--- src/rtl/sram_arb.sv ---
// Two-port arbiter in front of a single-transfer SRAM controller.
// It selects a requester, latches its command, runs one handshake with the controller, then acknowledges.
module sram_arb #(
  parameter int PRIO_FIXED = 0
) (
  input  logic        clk,
  input  logic        reset_n,
  input  logic        m0_req,
  input  logic        m0_rw,
  input  logic [17:0] m0_addr,
  input  logic [15:0] m0_wdata,
  output logic        m0_ack,
  output logic [15:0] m0_rdata,
  input  logic        m1_req,
  input  logic        m1_rw,
  input  logic [17:0] m1_addr,
  input  logic [15:0] m1_wdata,
  output logic        m1_ack,
  output logic [15:0] m1_rdata,
  output logic        ctrl_start_n,
  output logic        ctrl_rw,
  output logic [17:0] ctrl_addr,
  output logic [15:0] ctrl_wdata,
  input  logic        ctrl_ready,
  input  logic [15:0] ctrl_rdata
);

  typedef enum logic [1:0] {IDLE, ISSUE, WAIT, DONE} state_t;

  state_t state;
  logic   grant;
  logic   last_grant;
  logic   winner;

  // A tie goes to port 0 in fixed mode, otherwise to whichever port was not served last.
  always_comb begin
    winner = m1_req;
    if (m0_req && m1_req) begin
      winner = (PRIO_FIXED != 0) ? 1'b0 : ~last_grant;
    end
  end

  always_ff @(posedge clk or negedge reset_n) begin
    if (!reset_n) begin
      state        <= IDLE;
      grant        <= 1'b0;
      last_grant   <= 1'b1;
      ctrl_start_n <= 1'b1;
      ctrl_rw      <= 1'b1;
      ctrl_addr    <= '0;
      ctrl_wdata   <= '0;
      m0_ack       <= 1'b0;
      m1_ack       <= 1'b0;
      m0_rdata     <= '0;
      m1_rdata     <= '0;
    end else begin
      m0_ack       <= 1'b0;
      m1_ack       <= 1'b0;
      ctrl_start_n <= 1'b1;
      case (state)
        IDLE: begin
          if (ctrl_ready && (m0_req || m1_req)) begin
            grant        <= winner;
            ctrl_rw      <= winner ? m1_rw    : m0_rw;
            ctrl_addr    <= winner ? m1_addr  : m0_addr;
            ctrl_wdata   <= winner ? m1_wdata : m0_wdata;
            ctrl_start_n <= 1'b0;
            state        <= ISSUE;
          end
        end
        ISSUE: begin
          state <= WAIT;
        end
        WAIT: begin
          if (ctrl_ready) begin
            if (ctrl_rw) begin
              if (grant) begin
                m1_rdata <= ctrl_rdata;
              end else begin
                m0_rdata <= ctrl_rdata;
              end
            end
            m0_ack <= ~grant;
            m1_ack <= grant;
            state  <= DONE;
          end
        end
        DONE: begin
          last_grant <= grant;
          state      <= IDLE;
        end
        default: begin
          state <= IDLE;
        end
      endcase
    end
  end

endmodule

--- config.mk ---
export PLATFORM = sky130hd
export DESIGN_NAME = sram_arb
export DESIGN_NICKNAME = d
export VERILOG_FILES = /design/src/rtl/sram_arb.sv
export SDC_FILE = /design/constraint.sdc
export NUM_CORES = 1
export LEC_CHECK = 0
export BUFFER_PORTS_ARGS = -buffer_cell sky130_fd_sc_hd__buf_2
export CORE_MARGIN = 2
export CORE_UTILIZATION = 50
export DETAILED_ROUTE_END_ITERATION = 7
export PLACE_DENSITY = 0.9
export SLEW_MARGIN = 20
export SYNTH_ARGS = -nofsm -noshare
export SYNTH_HDL_FRONTEND = slang
export SYNTH_SLANG_ARGS = --single-unit
--- constraint.sdc ---
create_clock -name clk -period 2.4 [get_ports clk]
set_input_delay 0.48 -clock clk [delete_from_list [all_inputs] [get_ports clk]]
set_output_delay 0.48 -clock clk [all_outputs]
set_load 0.005 [all_outputs]
==> results of run 1 <==
## sequential cells by signal, indices dropped and copies added, names as in the netlist
register / flops
ctrl_addr: 18
last_grant: 1
ctrl_wdata: 16
state: 2
ctrl_rw: 1
ctrl_start_n: 1
m1_ack: 1
m1_rdata: 16
m0_rdata: 16
m0_ack: 1
grant: 1
## logic make-up (layout without fill, tap and decap cells)
group,after synthesis,in the layout,share of synthesized area (%)
AOI/OAI and AO/OA,77,77,14.5
muxes,34,34,13.8
and+or+nand+nor,78,78,9.65
DFF,74,74,55.9
adders and majority gates,4,4,1.51
buffers and inverters,20,183,4.64
## metal layers
| layer | track usage [%] | vias to the layer above | wire [um] |
|---|---|---|---|
| li1 | - | 1292 | - |
| met1 | 27.5 | 1320 | 3110 |
| met2 | 41.1 | 104 | 4420 |
| met3 | 5.64 | 26 | 479 |
| met4 | 9.96 | 0 | 275 |
| met5 | 0 | - | 0 |
## how the worst min path moves through the flow
stage / end / slack (ps) / depth (start not counted)
2_1_floorplan: ctrl_addr[0] / 180 / 0
3_3_place_gp: m1_rdata[7] / 450 / 1
3_5_place_dp: ctrl_addr[1] / 460 / 1
4_1_cts: ctrl_addr[1] / 80 / 1
5_1_grt: ctrl_addr[1] / 100 / 1
6_report: m0_rdata[8] / 80 / 1
## cells in the mapped netlist
cell type / n / area [sq um]
ha_1: 4 / 50.1
and3_2: 1 / 7.51
nand2_1: 37 / 139
o211a_1: 1 / 10.0
dfrtp_1: 71 / 1780
clkbuf_1: 1 / 3.75
buf_12: 1 / 20.0
buf_2: 9 / 45.0
a2bb2oi_1: 1 / 8.76
nor2_1: 36 / 135
mux2_2: 14 / 158
a21oi_2: 20 / 175
o21ai_0: 3 / 15.0
mux2_4: 20 / 300
inv_4: 1 / 6.26
buf_8: 2 / 30.0
nor2b_1: 1 / 6.26
nand2_4: 2 / 22.5
inv_1: 2 / 7.51
and3b_2: 1 / 10.0
a21oi_1: 50 / 250
a21boi_2: 1 / 11.3
a21bo_2: 1 / 10.0
buf_4: 1 / 7.51
buf_6: 3 / 33.8
dfstp_2: 3 / 78.8
## worst max-delay path, cell delays in order, from the launching register on
cell and delay [ps]:
dfrtp_1 390, inv_1 90, ha_1 230, and3b_2 250
nand2_4 240, mux2_2 380
## final cells by class
cell class | instances | area share (%)
clock buffers | 10 | 2.93
clock inverters | 6 | 2.07
inverters | 3 | 0.316
multi-input cells | 193 | 30.2
flip-flops and latches | 74 | 42.6
well taps | 77 | 2.21
repair buffers | 164 | 19.7
## report_power, final
part | total, mW | switching [mW] | internal, mW
logic | 1.99 | 0.924 | 1.07
registers | 2.21 | 0.349 | 1.86
clock network | 1.05 | 0.465 | 0.589
## through the flow
step,area (sq um),hold WS [ps],worst slack (ps),std cells,utilization (%)
2_1_floorplan,3320,184,848,287,-
3_3_place_gp,4140,454,779,511,64.8
3_5_place_dp,4140,458,714,511,64.8
4_1_cts,4360,79.6,704,527,68.2
5_1_grt,4360,96.1,640,527,68.2
6_report,4360,77.6,708,527,68.2
==> flow_summary.toml, run 1 <==
[drt]
drtIter0Drc = 143
first_pass_iters = 4
drc = 0
detail_route.wl_per_cell_um = 15.7
vias_per_cell = 5.20
totalWireLength_um = 8290
ant_nets = 0
vias = 2742

[sta]
fin_tns_setup_ps = 0
period_needed_ps = 1690
finalHoldViolCount = 0
drv_slew = 0
fmax_ghz = 0.591
post-route-period-util_pct = 70.5
slew_headroom_pct = 53.0
finClkSkew_ps = 9.14
finalSetupViolations = 0
tightest_slew_ps = 705
rsz0062_at_grt = "false"

[synthesis]
synth_nets = 382
synth_cell_types = 26
ys_seq_elements = 74
postSynthCellCount = 287
netlist_area_sq_um = 3320
yosysWarnings = 0
synth_area_per_cell_sq_um = 11.6
ys_seq_area_share_pct = 55.9

[clocking]
cts_hold_buf = 0
ctsResizeCount = 0
root_buffer = "clkbuf_8"
clkSinkCount = 74
cts_tree = "yes"
clockBufferDepth = 2
postCtsSetupBuffers = 0
clock_latency_ps = 340
path_clk_slew_ps = 80
htree_levels = 3
cts_buffers = 9

[pwr]
ir_drop_uv = 913
power_density_nw_per_um2 = 1200
power_mw = 5.25
p_leak_nw = 2.29

[global_route]
grt_pass1_vias = 2809
grt_max_degree = 42
overflow = 0
grt_pass1_wl_um = 13300
track_usage_pct = 23.5
antenna_found_initial = 0

[cells_and_area]
layout_common_cells = "159 x buf_2, 71 x dfrtp_1, 50 x a21oi_1"
drive_gt1_share_pct = 54.0
fillers = 473
area_growth_pct = 31.3
antennaDiodeCount = 0
seqCellArea_sq_um = 1860
final_common_cell = "buf_2"
fin_nets = 540
multi_input_area_sq_um = 1320

[status]
outcome = "finished clean"

[die]
die-width_um = 85.5
die-height_um = 85.5
die_area_sq_um = 7300
coreArea_sq_um = 6390
rows = 29
ios = 161
initial_core_util_pct = 52.0

[setup_path]
crit_path_end_kind = "register"
cp.required_ps = 2630
crit_fanout = 16
endpoint = "m0_rdata[1]"
cp-start-kind = "register"
r2r_cells = 5
critPathArrivalTime_ps = 1920
r2r_slack_ps = 710
crit_type = "reg2reg"
r2r_end = "m0_rdata[1]"
r2r-start = "state[0]"
critical_path.startpoint = "state[0]"

[min_path]
min_path_type = "in2async"

[job]
cap_viol_max_count = 0

[place]
hpwl_um = 6190
place_congestion = 0.790
portBuffers = 160
Power figures use the tool's default switching activity.
==> run 2, diff against run 1 <==
CORE_UTILIZATION = 46   (was 50)
PLACE_DENSITY = 0.84   (was 0.9)
clock period = 1.7 ns   (was 2.4 ns; I/O delays follow)
==> run 2 against run 1 <==
Register-to-register slack lost 640 ps. Worst setup slack lost 640 ps. Total power grew 45%. Routed wire length shrank 0.86%. Clock-buffer cell count is the same. Cell count grew 4.4%. Combinational power grew 42%. Sequential share of layout area shrank 1.0 points. Global-route usage shrank 2.3 points. Clock skew shrank 0.65 ps. Sequential power grew 41%. Die area grew 8.3%. Critical endpoint unchanged. Largest cell class unchanged.
==> flow_summary.toml, run 2 (synthesis gave the netlist of run 1 again) <==
[clocking]
clkSinkCount = 74
path_clk_slew_ps = 80
cts_buffers = 9
cts_tree = "yes"
clock_latency_ps = 340
htree_levels = 3
postCtsSetupBuffers = 0
clockBufferDepth = 2
root_buffer = "clkbuf_8"

[global_route]
grt_pass1_vias = 2718
grt_max_degree = 39
overflow = 0
antenna_found_initial = 0
grt_pass1_wl_um = 12700
track_usage_pct = 21.2

[setup_path]
cp.required_ps = 1920
critPathArrivalTime_ps = 1850
crit_type = "reg2reg"
cp-start-kind = "register"
crit_fanout = 16
crit_path_end_kind = "register"

[pwr]
comb_power_share_pct = 37.0
pwr-share-clk_pct = 22.0
p_leak_nw = 2.32
power_mw = 7.62
power_density_nw_per_um2 = 1710
sw_frac_of_total_pct = 32.2
seq_power_share_pct = 41.0
ir_drop_uv = 653
p_int_mw = 5.17
netSwitchingPower_mw = 2.45

[place]
place_congestion = 0.779
portBuffers = 160
hpwl_um = 6110

[drt]
vias_per_cell = 4.97
drc = 0
drtIter0Drc = 108
totalWireLength_um = 8210
detail_route.wl_per_cell_um = 14.9
ant_nets = 0
vias = 2733
first_pass_iters = 4

[min_path]
min_path_type = "in2reg"

[cells_and_area]
antennaDiodeCount = 0
largest_register_ffs = 18
final_common_cell = "buf_2"
top_register = "ctrl_addr"
drive_gt1_share_pct = 54.4
layout_common_cells = "159 x buf_2, 71 x dfrtp_1, 50 x a21oi_1"
area_growth_pct = 34.6
fin_nets = 544

[die]
ios = 161
initial_core_util_pct = 48.3
rows = 30
die_area_sq_um = 7910
die-width_um = 88.9
coreArea_sq_um = 6870
die-height_um = 88.9

[sta]
finClkSkew_ps = 8.49
slew_headroom_pct = 74.7
post-route-period-util_pct = 95.8
fin_tns_setup_ps = 0
period_needed_ps = 1630
fmax_ghz = 0.614
tightest_slew_ps = 380
finalHoldViolCount = 0
drv_slew = 0
rsz0062_at_grt = "false"
finalSetupViolations = 0

[status]
outcome = "finished clean"

[job]
cap_viol_max_count = 0
-- run 2: path summary, 6_finish.rpt --
check | start | to | slack, ps | depth (start not counted)
hold reg to reg | m0_rdata[12] | m0_rdata[12] | 510 | 1
min in group asynchronous | reset_n | m0_rdata[12] | 460 | 2
max in group asynchronous | reset_n | m0_rdata[2] | 630 | 3
hold / removal | m0_rw | ctrl_rw | 200 | 3
setup reg to reg | state[0] | m0_rdata[1] | 70 | 5
setup / recovery | state[0] | m0_rdata[1] | 70 | 5
-- run 2: per-stage QoR --
step,setup WS (ps),area (sq um),instances,util [%],hold WS [ps]
2_1_floorplan,148,3320,287,-,44.4
3_3_place_gp,103,4190,533,60.9,277
3_5_place_dp,17.3,4190,533,60.9,290
4_1_cts,7.66,4450,550,64.7,177
5_1_grt,3.42,4470,550,65.0,184
6_report,71.1,4470,550,65.0,197
-- run 2: repair_timing --
item,CTS,global route
resized for setup,0,4
endpoints found under the setup margin,0,19
hold endpoints to repair,25,0
hold buffers,1,0
-- run 2: worst max-delay path: stages, from the launching register on --
cell,delay (ps)
dfrtp_1,380
inv_1,90
ha_1,230
and3b_2,270
nand2_8,170
mux2_2,360
-- run 2: metal layers --
layer / global-route usage, % / up-vias / wire length, um
met1: 24.9 / 1314 / 3230
met2: 37.0 / 118 / 4210
li1: - / 1295 / -
met3: 6.83 / 6 / 699
met5: 0 / - / 0
met4: 6.78 / 0 / 72
-- run 2: layout make-up --
type,count,area (sq um)
fillers,560,2400
flip-flops and latches,74,1860
multi-input cells,193,1330
repair buffers,168,891
clock buffers,10,138
well taps,96,120
clock inverters,6,113
inverters,3,16.3
-- run 2: power groups by stage --
| stage | Clock (mW) | Sequential, mW | Combinational, mW |
|---|---|---|---|
| after global placement | 0 | 3.10 | 2.70 |
| after detailed placement | 0 | 3.13 | 2.83 |
| after CTS | 1.72 | 3.11 | 2.84 |
| after floorplan | 0 | 3.16 | 1.56 |
| final | 1.68 | 3.12 | 2.82 |
| after global routing | 1.80 | 3.23 | 3.16 |
==> run 3, diff against run 2 <==
RECOVER_POWER = 50   (was not set)
==> run 3 against run 2 <==
Clock power about the same. Utilization decreased by 0.62 points. Clock-buffer cell count unchanged. Highest routed layer unchanged. Global-route usage unchanged. Largest cell class unchanged. Non-clock buffer count unchanged. Via count decreased by 0.62%.
==> flow_summary.toml, run 3 (synthesis gave the netlist of run 1 again) <==
[pwr]
sw_frac_of_total_pct = 32.5
ir_drop_uv = 653
comb_power_share_pct = 36.4
p_leak_nw = 2.25
pwr-share-clk_pct = 22.2
power_density_nw_per_um2 = 1710
seq_power_share_pct = 41.4
p_int_mw = 5.10
netSwitchingPower_mw = 2.46

[die]
die-height_um = 88.9
die_area_sq_um = 7910
initial_core_util_pct = 48.3
rows = 30
ios = 161
die-width_um = 88.9
coreArea_sq_um = 6870

[setup_path]
worstPathCellList = "inv_1, ha_1, and3b_2, nand2_8, mux2_2"
r2r_slack_ps = 70
path_buf_inv = 1
r2r_cells = 5
slowest_stage = "dfrtp_1"
crit_fanout = 16
cp-start-kind = "register"
max_stage_delay_ps = 390
critPathArrivalTime_ps = 1850
critPathTopFamily = "simple AND/OR/NAND/NOR gates"
crit_path_end_kind = "register"
crit_type = "reg2reg"
r2r_end = "m0_rdata[1]"
r2r-start = "state[0]"
cp.required_ps = 1920

[place]
dp_cells = 533
place_congestion = 0.779
portBuffers = 160
placed_cell_area_sq_um = 4190
hpwl_um = 6110

[clocking]
clock_latency_ps = 340
clkSinkCount = 74
cts_buffers = 9
postCtsSetupBuffers = 0
root_buffer = "clkbuf_8"
cts_tree = "yes"
htree_levels = 3
path_clk_slew_ps = 80
clockBufferDepth = 2

[cells_and_area]
stdcell_count = 550
fin_area_sq_um = 4420
layout_common_cells = "137 x buf_2, 71 x dfrtp_1, 50 x a21oi_1"
area_growth_pct = 33.3
final_common_cell = "buf_2"
antennaDiodeCount = 0
drive_gt1_share_pct = 49.6
fin_nets = 544
fillers = 578
top_register = "ctrl_addr"
largest_register_ffs = 18

[drt]
first_pass_iters = 4
met3_length_um = 686
drtIter0Drc = 105
vias_per_cell = 4.94
dr_wl_met2_um = 4180
met1Wirelength_um = 3280
drc = 0
topRoutingLayerUsed = "met4"
detail_route.wl_per_cell_um = 14.9
ant_nets = 0
vias = 2716
totalWireLength_um = 8220

[sta]
fmax_ghz = 0.613
finalSetupViolations = 0
drv_slew = 0
slew_headroom_pct = 53.7
period_needed_ps = 1630
post-route-period-util_pct = 95.9
finClkSkew_ps = 8.79
finalHoldViolCount = 0
tightest_slew_ps = 694
fin_tns_setup_ps = 0
rsz0062_at_grt = "false"

[global_route]
grt_max_degree = 39
antenna_found_initial = 0
grt_pass1_vias = 2718
grt_pass1_wl_um = 12700
track_usage_pct = 21.2
overflow = 0

[min_path]
min_path_type = "in2reg"
whs_path_depth = 3
min_to = "ctrl_rw"
hp-start = "m0_rw"

[status]
outcome = "finished clean"

[job]
cap_viol_max_count = 0
run 3: cell count changes in the layout (fill, tap and decap cells not counted), sizes merged:
cell and delta:
buf -23, clkbuf +23
run 3: tightest hold or removal path, delay by kind of cell:
family | cells | cell delay [ps]
AO/OA/AOI/OAI | 1 | 50
buffers and inverters | 1 | 100
AND/OR/NAND/NOR | 1 | 50
run 3: worst max path at each step:
stage | startpoint | endpoint | slack [ps] | cells after the start
2_1_floorplan | state[0] | m0_rdata[10] | 150 | 6
3_3_place_gp | state[0] | m0_rdata[0] | 100 | 5
6_report | state[0] | m0_rdata[1] | 70 | 5
3_5_place_dp | state[0] | m0_rdata[1] | 20 | 5
4_1_cts | state[0] | m0_rdata[1] | 8 | 5
5_1_grt | state[0] | ctrl_addr[0] | 3 | 6
run 3: timing repair:
action | CTS | global route
hold endpoints to repair | 25 | 0
gates resized for setup | 0 | 4
hold buffers | 1 | 0
setup endpoints to repair | 0 | 19
run 3: final cells by class:
type | count | area [sq um] | share of cell area, %
inverters | 3 | 16.3 | 0.368
well taps | 96 | 120 | 2.71
repair buffers | 168 | 848 | 19.2
clock inverters | 6 | 113 | 2.55
clock buffers | 10 | 138 | 3.11
flip-flops and latches | 74 | 1860 | 41.9
multi-input cells | 193 | 1330 | 30.1
run 3: per-stage QoR:
step | util [%] | worst slack [ps] | power (mW) | hold WS [ps]
after global placement | 60.9 | 103 | 5.81 | 277
after global routing | 64.4 | 3.42 | 8.13 | 184
after CTS | 64.7 | 7.66 | 7.66 | 177
after floorplan | - | 148 | 4.72 | 44.4
final | 64.4 | 69.5 | 7.56 | 197
after detailed placement | 60.9 | 17.3 | 5.97 | 290
run 3: per-layer routing:
layer	GRT usage, %	vias to the layer above
met3	6.83	6
met4	6.78	0
met1	24.9	1297
li1	-	1295
met2	37.0	118
met5	0	-
run 3: power by group through the flow:
stage / Sequential (mW) / Clock (mW) / Combinational (mW)
after floorplan: 3.16 / 0 / 1.56
after global placement: 3.10 / 0 / 2.70
after detailed placement: 3.13 / 0 / 2.83
after CTS: 3.11 / 1.72 / 2.84
after global routing: 3.24 / 1.80 / 3.09
final: 3.13 / 1.68 / 2.75
